**config.mk**
```make
export PLATFORM = sky130hd
export DESIGN_NAME = mem_arbiter
export DESIGN_NICKNAME = d
export VERILOG_FILES = /design/src/rtl/soc_bus_pkg.sv /design/src/rtl/rr_pick2.sv /design/src/rtl/mem_arbiter.sv
export SDC_FILE = /design/constraint.sdc
export NUM_CORES = 1
export LEC_CHECK = 0
export BUFFER_PORTS_ARGS = -buffer_cell sky130_fd_sc_hd__buf_2
export CORE_AREA = 2 2 122 124
export DETAILED_ROUTE_END_ITERATION = 6
export DIE_AREA = 0 0 124 126
export GPL_ROUTABILITY_DRIVEN = 0
export RECOVER_POWER = 100
export SLEW_MARGIN = 20
export SYNTH_ARGS = -nofsm -noshare
export SYNTH_HDL_FRONTEND = slang
export SYNTH_SLANG_ARGS = --single-unit
```
**constraint.sdc**
```tcl
create_clock -name clk -period 3.3 [get_ports clk]
set_clock_uncertainty 0.15 [all_clocks]
set_input_delay 0.495 -clock clk [delete_from_list [all_inputs] [get_ports clk]]
set_output_delay 0.495 -clock clk [all_outputs]
set_load 0.01 [all_outputs]
```
**src/rtl/soc_bus_pkg.sv**
```systemverilog
// Shared types and constants for the native valid/ready memory bus.
package soc_bus_pkg;

  localparam int unsigned BUS_ADDR_W = 32;
  localparam int unsigned BUS_DATA_W = 32;
  localparam logic [31:0] ERR_RDATA_DEFAULT = 32'hDEAD_BEEF;

  typedef struct packed {
    logic [BUS_ADDR_W-1:0]   addr;
    logic [BUS_DATA_W-1:0]   wdata;
    logic [BUS_DATA_W/8-1:0] wstrb;
  } mem_req_t;

  typedef enum logic {
    IDLE = 1'b0,
    BUSY = 1'b1
  } arb_state_e;

endpackage

```
**src/rtl/rr_pick2.sv**
```systemverilog
// Two-way round-robin selector: on a tie the master that did not win last time wins.
module rr_pick2 (
  input  logic [1:0] i_req,
  input  logic       i_last_grant,
  output logic       o_winner,
  output logic       o_any
);

  assign o_any    = |i_req;
  assign o_winner = (i_req[0] & i_req[1]) ? ~i_last_grant : i_req[1];

endmodule

```
**src/rtl/mem_arbiter.sv**
```systemverilog
// Two-master, one-slave arbiter for the native memory bus with round-robin
// fairness, a lock for the duration of a transaction and a no-ack watchdog.
module mem_arbiter
  import soc_bus_pkg::*;
#(
  parameter int unsigned       ADDR_W    = 32,
  parameter int unsigned       DATA_W    = 32,
  parameter int unsigned       TIMEOUT   = 255,
  parameter logic [DATA_W-1:0] ERR_RDATA = DATA_W'(ERR_RDATA_DEFAULT)
) (
  input  logic                clk,
  input  logic                reset,
  input  logic                m0_valid,
  input  logic [ADDR_W-1:0]   m0_addr,
  input  logic [DATA_W-1:0]   m0_wdata,
  input  logic [DATA_W/8-1:0] m0_wstrb,
  output logic [DATA_W-1:0]   m0_rdata,
  output logic                m0_ready,
  input  logic                m1_valid,
  input  logic [ADDR_W-1:0]   m1_addr,
  input  logic [DATA_W-1:0]   m1_wdata,
  input  logic [DATA_W/8-1:0] m1_wstrb,
  output logic [DATA_W-1:0]   m1_rdata,
  output logic                m1_ready,
  output logic                s_valid,
  output logic [ADDR_W-1:0]   s_addr,
  output logic [DATA_W-1:0]   s_wdata,
  output logic [DATA_W/8-1:0] s_wstrb,
  input  logic [DATA_W-1:0]   s_rdata,
  input  logic                s_ready,
  output logic                grant,
  output logic                busy,
  output logic                err
);

  localparam int unsigned SW   = DATA_W / 8;
  localparam int unsigned TW   = $clog2(TIMEOUT + 1);
  localparam logic [TW-1:0] TMAX = TW'(TIMEOUT - 1);

  arb_state_e    r_state;
  logic          r_last_grant;
  logic [TW-1:0] r_timer;

  logic              w_win, w_any;
  logic              w_live, w_tmo_hit, w_done;
  logic [DATA_W-1:0] w_rd;
  logic [ADDR_W-1:0] w_addr;
  logic [DATA_W-1:0] w_wdata;
  logic [SW-1:0]     w_wstrb;

  rr_pick2 u_pick (
    .i_req        ({m1_valid, m0_valid}),
    .i_last_grant (r_last_grant),
    .o_winner     (w_win),
    .o_any        (w_any)
  );

  assign w_addr  = w_win ? m1_addr  : m0_addr;
  assign w_wdata = w_win ? m1_wdata : m0_wdata;
  assign w_wstrb = w_win ? m1_wstrb : m0_wstrb;

  // Completion is suppressed in a reset cycle so an aborted transfer never acks.
  assign w_live    = (r_state == BUSY) && !reset;
  assign w_tmo_hit = (r_timer == TMAX);
  assign w_done    = w_live && (s_ready || w_tmo_hit);
  assign w_rd      = s_ready ? s_rdata : ERR_RDATA;

  assign m0_ready = w_done && !grant;
  assign m1_ready = w_done &&  grant;
  assign m0_rdata = m0_ready ? w_rd : '0;
  assign m1_rdata = m1_ready ? w_rd : '0;
  assign err      = w_live && !s_ready && w_tmo_hit;

  always_ff @(posedge clk) begin
    if (reset) begin
      r_state      <= IDLE;
      r_last_grant <= 1'b1;
      r_timer      <= '0;
      s_valid      <= 1'b0;
      s_addr       <= '0;
      s_wdata      <= '0;
      s_wstrb      <= '0;
      grant        <= 1'b0;
      busy         <= 1'b0;
    end else begin
      case (r_state)
        IDLE: begin
          if (w_any) begin
            r_state <= BUSY;
            grant   <= w_win;
            s_addr  <= w_addr;
            s_wdata <= w_wdata;
            s_wstrb <= w_wstrb;
            s_valid <= 1'b1;
            busy    <= 1'b1;
            r_timer <= '0;
          end
        end
        BUSY: begin
          if (s_ready || w_tmo_hit) begin
            r_state      <= IDLE;
            s_valid      <= 1'b0;
            busy         <= 1'b0;
            r_last_grant <= grant;
            r_timer      <= '0;
          end else if (r_timer != '1) begin
            r_timer <= r_timer + 1'b1;
          end
        end
      endcase
    end
  end

endmodule

```
---- Word level (Yosys, flattened, before mapping) ----
Cells that the tools add are included.
operators by class
  $add $sub $neg .......................... 1
  multiply operators ...................... 0
  divide/modulo/power cells ............... 0
  magnitude comparators ................... 0
  equal/unequal tests ..................... 5
  shifts and indexed selects .............. 0
  muxes and demuxes ....................... 17
  bitwise logic cells ..................... 3
  reductions and logical operators ........ 15
operators by type and width
  operator                                               count
  two-way mux 32 bit                                     5
  two-way mux 8 bit                                      3
  one-hot mux 8 bit (2 select lines)                     1
  adder 8 x 1 -> 8 bit, second input constant            1
  == test 8 bit, second input constant                   1
  inequality test 8 bit, second input constant           1
  AND reduction 2 bit                                    4
  logical AND 1 bit                                      6
  two-way mux 1 bit                                      5
  two-way mux 4 bit                                      1
  inequality test 2 x 1 -> 1 bit, second input constant  2
  one-hot mux 1 bit (2 select lines)                     2
  logical NOT 1 bit                                      3
  inequality test 3 x 1 -> 1 bit, second input constant  1
  inverter 1 bit                                         2
  OR reduction 2 bit                                     1
  AND 1 bit                                              1
  logical OR 1 bit                                       1
storage, ports and cells
  flip-flop bits (word level) ............. 80
  bits in latches ......................... 0
  bits in writable memories ............... 0
  memory bits (read-only) ................. 0
  input bits .............................. 173
  output and inout port bits .............. 138
  memories kept ........................... 0

---- Depth between registers and ports, before layout ----
Gate-level depths: netlist of the first run.
  word-level depth ........................ 5
  mapped depth ............................ 7
  mapped depth without buffers ............ 6

---- Hierarchy ----
From an unflattened synthesis of the first run, not the netlist that was laid out.
second synthesis, totals
  cell total of the unflattened synthesis .. 497
  area total of the unflattened synthesis .. 4141.5 um^2
by module, submodules not included
  module       times used  cells each  area each (um^2)
  mem_arbiter  1           495         4127.7
  rr_pick2     1           2           13.8

---- Least setup slack after synthesis of the first run ----
Ideal clock, no wire load.
  kind .................................... input port to output port
  start point ............................. input port s_ready
  end point ............................... output port m1_rdata[22]
  arrival time ............................ 1647 ps
  data required time ...................... 2655 ps
  slack ................................... 1008 ps
  stages on the path ...................... 6
  path through ............................ clkbuf_1 > a31oi_2 > or4_1 > buf_6 > buf_12 > nor2_2
between the ends
  cells in the longest elaborated chain, start to end .. 4
ends and longest elaborated chain
  element               RTL line           text
  start, declared       mem_arbiter.sv:30  input logic s_ready,
  logical OR 1 bit      mem_arbiter.sv:65  assign w_done = w_live && (s_ready || w_tmo_hit);
  logical AND 1 bit     mem_arbiter.sv:65
  logical AND 1 bit     mem_arbiter.sv:69  assign m1_ready = w_done && grant;
  two-way mux 32 bit *  mem_arbiter.sv:71  assign m1_rdata = m1_ready ? w_rd : '0;
  end, declared         mem_arbiter.sv:23  output logic [DATA_W-1:0] m1_rdata,
Mark *: on every way between the ends. The rest lies on a longest branch, timed or not.

---- Final worst setup path of the first run ----
  start point ............................. register r_timer[1]
  end point ............................... output port m1_rdata[31]
between the ends
  cells in the longest elaborated chain, start to end .. 5
ends and longest elaborated chain
  element                 RTL line            text
  start, declared         mem_arbiter.sv:42   logic [TW-1:0] r_timer;
  start signal, assigned  mem_arbiter.sv:107  r_timer <= r_timer + 1'b1;
  == test 8 bit           mem_arbiter.sv:64   assign w_tmo_hit = (r_timer == TMAX);
  logical OR 1 bit        mem_arbiter.sv:65
  logical AND 1 bit       mem_arbiter.sv:65
  logical AND 1 bit       mem_arbiter.sv:69
  two-way mux 32 bit      mem_arbiter.sv:71
No other way between the ends.

==> results.cfg, run 1 <==
[critical_path]
crit_path_end_kind = primary output
r2r_start = r_last_grant
crit_required_ps = 2650
cp_max_fo = 33
critPathLaunchType = flop
setup.worst_path.start = r_timer[1]
arrival_ps = 2400
path_class = reg -> out

[cts]
clk-insertion-delay-late_ps = 330
cts_resized = 0
cts_root_buf = clkbuf_16
cts_post_setup_buffers_inserted = 0
ctsHoldBuffers = 0
cts.sinks = 80
cts.clk_slew.worst_paths_ps = 60
cts_buffer_depth = 2
cts_made_buffers = 9
cts_max_level = 3
cts_tree = yes

[floorplan]
ios = 311
initial_core_util_pct = 31.1
dieWidth_um = 124
fp-row-count = 44
die_h_um = 126
core_sq_mm = 0.0143
dieArea_sq_mm = 0.0156

[finish]
instances_no_fill = 978
area_growth_pct = 36.2
layout-drive-gt1-share_pct = 32.4
multi_input_area_sq_mm = 0.00241
fillers = 1578
antennaDiodeCount = 0
nNetsFinal = 964
regArea_sq_mm = 0.00160

[sta]
hold_viol = 0
slew_headroom_pct = -28.1
finalMaxSlewViolations = 15
rsz0062_at_grt = no
tns_ps = 0
period_share_pct = 92.4
max_slew.worst_pin.slew_ps = 1920
fin_crit_ps = 3050
setup_viol = 0
max_freq_mhz = 328

[status]
violations = capacitance limit, slew limit
outcome = complete, but fails checks

[hold_path]
hp-class = reg -> reg
worstHoldStart = r_last_grant

[logic_synthesis]
synthCells = 499
syn_nets = 674
synth_ff_type = dfxtp_1
synth-warning-count = 0
async_flop_share_pct = 0
syn_area_sq_mm = 0.00446
synth-edff-count = 0
syn_area_per_cell_sq_um = 8.93
yosysSeqAreaShare_pct = 35.9
yosysUniqueCellTypes = 44
synth_seq_cells = 80

[route]
drtIter0Drc = 135
drc_errors = 0
wire_per_inst_um = 13.9
viasPerCell = 4.58
drtPass1Iterations = 4
antenna_left = 0
finalWirelength_um = 13600
vias = 4476

[global_route]
track_usage_pct = 16.6
grt_max_degree = 83
grt.overflow.total = 0
antenna_found_initial = 0
grt_pass1_wl_um = 20300
grt_pass1_vias = 4141

[place]
port_buffers = 310
dpl.hpwl_um = 10600
placedCellCount = 962

[power_and_ir_drop]
p_leak_nw = 2.67
power_density_mw_per_mm2 = 435
ir_drop_mv = 0.202

[flow_run]
maxCapViolations = 1
-- area by class of cell --
class	count	area share (%)
multi-input combinational	365	39.7
clock buffer	10	3.77
clock inverter	6	0.825
inverter	9	0.557
timing repair buffer	324	24.9
tap	184	3.79
sequential	80	26.4
-- cell families (layout without fill, tap and decap cells) --
logic type	after synthesis	after routing	share of synthesized area (%)
DFF	80	80	35.9
muxes	68	68	15.3
AOI/OAI and AO/OA	89	89	15.3
buffers and inverters	54	349	7.10
adders and majority gates	2	2	0.562
and+or+nand+nor	206	206	25.8
-- state kept, by name (all words and copies together) (netlist names) --
name / count
busy: 1
grant: 1
r_last_grant: 1
r_state: 1
r_timer: 8
s_addr: 32
s_wdata: 32
s_wstrb: 4
-- cells in the mapped netlist, types with 2 or more instances --
cell      instances  share of area, %
mux2i_1          68                15
a31oi_2           2              0.56
dfxtp_1          80                36
a21oi_1           2              0.22
buf_6             5               1.3
ha_1              2              0.56
nor2_2           24               3.4
a211oi_1         68                11
nor2_1           91               7.7
clkbuf_1         20               1.7
inv_1             8              0.67
a22oi_1           2              0.34
nor2_4           24               6.1
buf_2            10               1.1
buf_4             4              0.67
nand3_1          15               1.7
nand2_1          11              0.93
nor2b_1          24               3.4
or4_1             2              0.34
o21ai_0           3              0.34
or3_1             4              0.56
o31ai_1           3              0.51
nor3_1            2              0.22
buf_1             3              0.25
buf_12            3               1.3
-- layer usage --
layer / global-route usage, % / part of all wire (%) / vias up
met4: 4.30 / 1.2 / 0
met1: 18.6 / 41 / 1932
met3: 3.94 / 7.7 / 15
li1: - / - / 2332
met5: 0 / 0 / -
met2: 30.9 / 51 / 197
-- power by group --
part	switching [mW]	internal, mW
registers	0.0476	1.06
clock network	0.424	0.520
logic	0.340	0.252
-- stage by stage --
| step | worst slack (ps) | power, mW | utilization [%] | hold WS, ps | area [sq um] |
|---|---|---|---|---|---|
| 6_report | 251 | 2.64 | 42.4 | 336 | 6070 |
| 5_1_grt | 63.4 | 2.79 | 42.4 | 362 | 6070 |
| 4_1_cts | 154 | 2.73 | 44.6 | 338 | 6380 |
| 3_5_place_dp | 525 | 1.77 | 42.6 | 338 | 6100 |
| 3_3_place_gp | 595 | 1.77 | 42.6 | 335 | 6100 |
| 2_1_floorplan | 1010 | 1.49 | - | 298 | 4460 |
-- cell usage in the layout, fill, tap and decap left out, drive strengths merged, types with 2 or more instances in the layout --
master | synthesis | layout
a21oi | 2 | 2
nor2b | 24 | 24
or3 | 4 | 4
mux2i | 68 | 68
buf | 25 | 203
o31ai | 4 | 4
nand2 | 11 | 11
a31oi | 3 | 3
inv | 9 | 12
a22oi | 2 | 2
ha | 2 | 2
o21ai | 4 | 4
or2 | 2 | 2
a211oi | 68 | 68
clkinvlp | 0 | 2
clkbuf | 20 | 131
dfxtp | 80 | 80
nor3 | 2 | 2
nand3 | 15 | 15
or4 | 2 | 2
or3b | 2 | 2
and3 | 2 | 2
nor2 | 139 | 139
-- worst paths after layout --
kind / endpoint / cells past startpoint / slack (ps)
setup / recovery: m1_rdata[31] / 6 / 250
hold / removal: r_last_grant / 1 / 340
setup reg to reg: s_wdata[24] / 4 / 480
hold reg to reg: r_last_grant / 1 / 340
-- critical path: stages, from the launching register on --
cell,delay [ps]
dfxtp_1,410
ha_1,310
a31oi_2,150
or4_2,550
buf_4,310
nor2_1,160
clkbuf_1,160
(Power assumes the default switching activity.)
==> run 2: changes to the inputs <==
--- a/config.mk
+++ b/config.mk
@@ -6,12 +6,14 @@
 export NUM_CORES = 1
 export LEC_CHECK = 0
 export BUFFER_PORTS_ARGS = -buffer_cell sky130_fd_sc_hd__buf_2
-export CORE_AREA = 2 2 122 124
+export CORE_AREA = 2 2 119 121
+export CTS_CLUSTER_SIZE = 12
 export DETAILED_ROUTE_END_ITERATION = 6
-export DIE_AREA = 0 0 124 126
+export DIE_AREA = 0 0 121 123
 export GPL_ROUTABILITY_DRIVEN = 0
 export RECOVER_POWER = 100
 export SLEW_MARGIN = 20
 export SYNTH_ARGS = -nofsm -noshare
 export SYNTH_HDL_FRONTEND = slang
+export SYNTH_HIERARCHICAL = 1
 export SYNTH_SLANG_ARGS = --single-unit
==> run 2 against run 1 <==
Against the previous run: the flow now finishes without violations; core utilization increased by 1.3 points; global-route usage rose by 0.40 points; sequential share of layout area rose by 0.56 points; critical endpoint is now m1_rdata[3].
==> results.cfg, run 2 <==
[finish]
area_growth_pct = 43.5
final_common_cell = buf_2
postLayoutCellArea_sq_mm = 0.00594
layout.cells.most_common_list = buf_2 (174), nor2_1 (144), clkbuf_1 (137)
reg_top3 = s_addr (32), s_wdata (32), r_timer (8)
postLayoutCoreUtil_pct = 43.7
layout-drive-gt1-share_pct = 25.7
nNetsFinal = 956

[floorplan]
dieWidth_um = 121
initial_core_util_pct = 30.4
ios = 311
core_sq_mm = 0.0136
fp-row-count = 43
die_h_um = 123
dieArea_sq_mm = 0.0149

[global_route]
grt_pass1_vias = 3924
grt_pass1_wl_um = 19700
track_usage_pct = 17.0
antenna_found_initial = 2
grt.overflow.total = 0
grt_max_degree = 140

[cts]
clk-insertion-delay-late_ps = 320
cts_resized = 0
cts_made_buffers = 9
ctsHoldBuffers = 0
cts_post_setup_buffers_inserted = 0
cts_max_level = 3
cts_root_buf = clkbuf_16
cts.sinks = 80
cts_tree = yes
cts_buffer_depth = 2
cts.clk_slew.worst_paths_ps = 60

[route]
drtIter0Drc = 104
drtPass1Iterations = 4
finalWirelength_um = 13500
wire_per_inst_um = 14.0
vias = 4435
drc_errors = 0
antenna_left = 0
viasPerCell = 4.58

[sta]
finalMaxSlewViolations = 0
fin_crit_ps = 2760
max_freq_mhz = 363
max_slew.worst_pin.slew_ps = 1460
setup_viol = 0
period_share_pct = 83.5
hold_viol = 0
tns_ps = 0
slew_headroom_pct = 2.89
rsz0062_at_grt = no

[critical_path]
r2r-end = s_wstrb[0]
r2r_start = r_state
arrival_ps = 2110
cp_max_fo = 33
critPathLaunchType = flop
crit_path_end_kind = primary output
path_class = reg -> out
reg2reg_depth = 4
crit_required_ps = 2650
reg2reg_slack_ps = 1010

[status]
outcome = finished clean

[hold_path]
whs_path_depth = 2
holdPathEnd = s_wstrb[2]
worstHoldStart = s_wstrb[2]
hp-class = reg -> reg

[power_and_ir_drop]
ir_drop_mv = 0.244
p_leak_nw = 2.57
p_total_mw = 2.78
power_density_mw_per_mm2 = 467

[logic_synthesis]
syn_nets = 672
synth_ff_type = dfxtp_1
syn_area_sq_mm = 0.00414
syn_area_per_cell_sq_um = 8.33
synth-edff-count = 0
yosysUniqueCellTypes = 37
synth-warning-count = 6
synth_area_leaders = dfxtp_1 (39%), mux2i_1 (17%), nor2_1 (13%)
synth_seq_cells = 80
yosysSeqAreaShare_pct = 38.7
yosys.area.top_type_share_pct = 38.7
synthCells = 497
synth_most_common_cell = nor2_1
async_flop_share_pct = 0
ys_top_cells_by_count = nor2_1 (142), dfxtp_1 (80), a211oi_1 (70), mux2i_1 (70), nor2b_1 (26)
yosysTopAreaCell = dfxtp_1

[flow_run]
maxCapViolations = 0

[place]
place_area_sq_mm = 0.00581
dpl.hpwl_um = 10500
port_buffers = 310
-- run 2: changes by cell type after synthesis, sizes merged, moves of 3 or more --
cell	before	now
a311oi	0	3
nand2	11	18
nand3	15	4
nor2	139	144
nor4	0	3
o21ai	4	1
o31ai	4	1
-- run 2: logic make-up (layout without fill, tap and decap cells) --
group / count (synthesis) / in the layout / synth area share (%)
multiplexers: 70 / 70 / 16.9
AND/OR/NAND/NOR: 206 / 206 / 22.2
flip-flops: 80 / 80 / 38.7
adder cells (fa/ha/maj): 2 / 2 / 0.604
AO/OA/AOI/OAI: 89 / 89 / 16.2
other: 0 / 2 / 0
buffers and inverters: 50 / 339 / 5.41
-- run 2: per-stage QoR --
stage	cells	hold slack, ps	setup slack, ps
finish	968	345	544
global route	968	353	372
global placement	950	336	932
floorplan	497	303	1120
detailed placement	950	338	890
CTS	966	337	594
-- run 2: power by group --
group          total, mW  switching [mW]  leakage [nW]  internal [mW]
combinational      0.573           0.326          1.75          0.248
clock               1.10           0.391         0.159          0.706
sequential          1.11          0.0478         0.664           1.06
total               2.78           0.765          2.57           2.01
-- run 2: routing by layer --
layer / vias up / wire length [um] / GRT usage [%]
met4: 0 / 240 / 6.83
met5: - / 0 / 0
met2: 191 / 6880 / 31.8
met3: 11 / 1050 / 4.29
li1: 2322 / - / -
met1: 1911 / 5350 / 18.2
-- run 2: layout make-up --
class	instances	area [sq um]
Antenna cell	2	5.00
Multi-Input combinational cell	367	2310
Sequential cell	80	1600
Clock buffer	12	256
Clock inverter	4	76.3
Inverter	7	26.3
Tap cell	180	225
Fill cell	1482	7670
Timing Repair Buffer	316	1440
-- run 2: how the worst max path moves through the flow --
stage | from | endpoint | slack, ps | cells after the start
after floorplan | reset | m0_rdata[18] | 1120 | 6
after global placement | reset | m0_rdata[31] | 930 | 7
after detailed placement | reset | m0_rdata[7] | 890 | 7
after CTS | r_timer[0] | m1_rdata[3] | 590 | 8
after global routing | r_timer[1] | m1_rdata[7] | 370 | 7
final | r_timer[1] | m1_rdata[3] | 540 | 7
-- run 2: critical path: stages (launching register included) --
cell and delay [ps]:
dfxtp_1 410, ha_1 240, nand3_1 140, nor2_1 270, o2111ai_2 130, buf_4 270
nor2_1 160, clkbuf_1 160
==> run 3: changes to the inputs <==
--- a/config.mk
+++ b/config.mk
@@ -6,10 +6,10 @@
 export NUM_CORES = 1
 export LEC_CHECK = 0
 export BUFFER_PORTS_ARGS = -buffer_cell sky130_fd_sc_hd__buf_2
-export CORE_AREA = 2 2 119 121
+export CORE_AREA = 2 2 120 122
 export CTS_CLUSTER_SIZE = 12
 export DETAILED_ROUTE_END_ITERATION = 6
-export DIE_AREA = 0 0 121 123
+export DIE_AREA = 0 0 122 124
 export GPL_ROUTABILITY_DRIVEN = 0
 export RECOVER_POWER = 100
 export SLEW_MARGIN = 20
==> constraint.sdc (replaced) <==
create_clock -name clk -period 2.65 [get_ports clk]
set_clock_uncertainty 0.15 [all_clocks]
set_input_delay 0.3975 -clock clk [delete_from_list [all_inputs] [get_ports clk]]
set_output_delay 0.3975 -clock clk [all_outputs]
set_load 0.01 [all_outputs]
==> run 3 against run 2 <==
Against the previous run: sequential power up 24%; global-route usage up 0.29 points; critical endpoint is now m0_rdata[2]; worst setup slack worse by 370 ps; cell count up 0.83%; die area up 1.6%; largest power group unchanged; count of clock-buffer cells in the layout down 1; critical path depth down 2; core utilization up 0.24 points; sequential cell count unchanged.
==> results.cfg, run 3 (synthesized netlist as in run 2, its figures left out) <==
[cts]
cts.sinks = 80
cts_tree = yes
cts_made_buffers = 9
cts_root_buf = clkbuf_16
cts_buffer_depth = 2
cts_resized = 0
cts.clk_slew.worst_paths_ps = 60
cts_max_level = 3
ctsHoldBuffers = 0
clk-insertion-delay-late_ps = 320
cts_post_setup_buffers_inserted = 0

[route]
drtPass1Iterations = 4
viasPerCell = 4.63
wire_per_inst_um = 14.3
vias = 4521
finalWirelength_um = 13900
drtIter0Drc = 120
drc_errors = 0
antenna_left = 0

[flow_run]
maxCapViolations = 0

[finish]
reg_top3 = s_addr (32), s_wdata (32), r_timer (8)
postLayoutCellArea_sq_mm = 0.00602
area_growth_pct = 45.5
final_common_cell = buf_2
instances_no_fill = 976
layout.cells.most_common_list = buf_2 (182), nor2_1 (143), clkbuf_1 (129)
nNetsFinal = 965
layout-drive-gt1-share_pct = 28.1

[critical_path]
arrival_ps = 1930
crit_path_end_kind = primary output
path_class = reg -> out
crit_chain = nand3b_1 > o21bai_2 > buf_4 > nor2_1 > clkbuf_1
cp_max_fo = 26
cp_num_buf_inv = 2
critPathLaunchType = flop
crit_required_ps = 2100
slowest_stage = dfxtp_1
max_stage_delay_ps = 500
crit_family = flip-flops

[floorplan]
die_h_um = 124
ios = 311
dieArea_sq_mm = 0.0151
core_sq_mm = 0.0137
fp-row-count = 43
initial_core_util_pct = 30.2
dieWidth_um = 122

[global_route]
grt_pass1_vias = 4011
grt.overflow.total = 0
track_usage_pct = 17.3
grt_max_degree = 89
antenna_found_initial = 1
grt_pass1_wl_um = 20200

[sta]
slew_headroom_pct = 42.9
tns_ps = 0
rsz0062_at_grt = no
hold_viol = 0
fin_crit_ps = 2480
fin_ws_ps = 173
setup_viol = 0
max_freq_mhz = 404
max_slew.worst_pin.slew_ps = 851
finalMaxSlewViolations = 0
period_share_pct = 93.5

[power_and_ir_drop]
ir_drop_mv = 0.269
p_leak_nw = 2.65
power_density_mw_per_mm2 = 570
p_total_mw = 3.43

[place]
placedCellCount = 959
port_buffers = 310
place_area_sq_mm = 0.00592
dpl.hpwl_um = 11000
preCtsSetupSlack_ps = 388

[status]
outcome = finished clean

[hold_path]
hp-class = in -> reg
## run 3: changes by cell type in the layout (fill, tap and decap cells not counted), moves of 2 or more
cell and change:
clkbuf_1 -8, dfxtp_2 +2, dfxtp_1 -2, clkbuf_2 +9, buf_4 -2, buf_2 +8, buf_12 +2
## run 3: final cells by class
cell class	count	area, sq um
clock inverters	5	80.1
inverters	7	26.3
flip-flops and latches	80	1600
multi-input cells	367	2320
clock buffers	11	243
repair buffers	325	1530
diodes	1	2.50
fillers	1497	7690
well taps	180	225
## run 3: worst min-delay path, delay by kind of cell
kind	cells	cell delay, ps
multiplexers	1	110
AO/OA/AOI/OAI	1	80
buffers and inverters	1	90
## run 3: worst paths after layout
check	from	endpoint	slack, ps	depth (start not counted)
worst max register to register	r_last_grant	s_wdata[26]	310	4
worst min-delay path	m0_addr[16]	s_addr[16]	250	3
worst max-delay path	r_state	m0_rdata[2]	170	5
worst min register to register	s_addr[25]	s_addr[25]	340	2
## run 3: metrics by stage
step | hold slack [ps] | util [%]
after floorplan | 303 | -
after detailed placement | 338 | 43.1
final | 255 | 43.9
after global placement | 335 | 43.1
after global routing | 250 | 43.9
after CTS | 235 | 45.5
## run 3: where the power goes
group / leakage [nW] / switching, mW / internal [mW]
clock: 0.152 / 0.474 / 0.849
combinational: 1.83 / 0.413 / 0.315
sequential: 0.665 / 0.0603 / 1.32
## run 3: routing by layer
| metal | vias to the layer above | track usage [%] | wire length, um |
|---|---|---|---|
| met3 | 10 | 4.67 | 1090 |
| met2 | 180 | 33.7 | 7370 |
| li1 | 2340 | - | - |
| met4 | 0 | 5.82 | 180 |
| met1 | 1991 | 17.7 | 5290 |
| met5 | - | 0 | 0 |
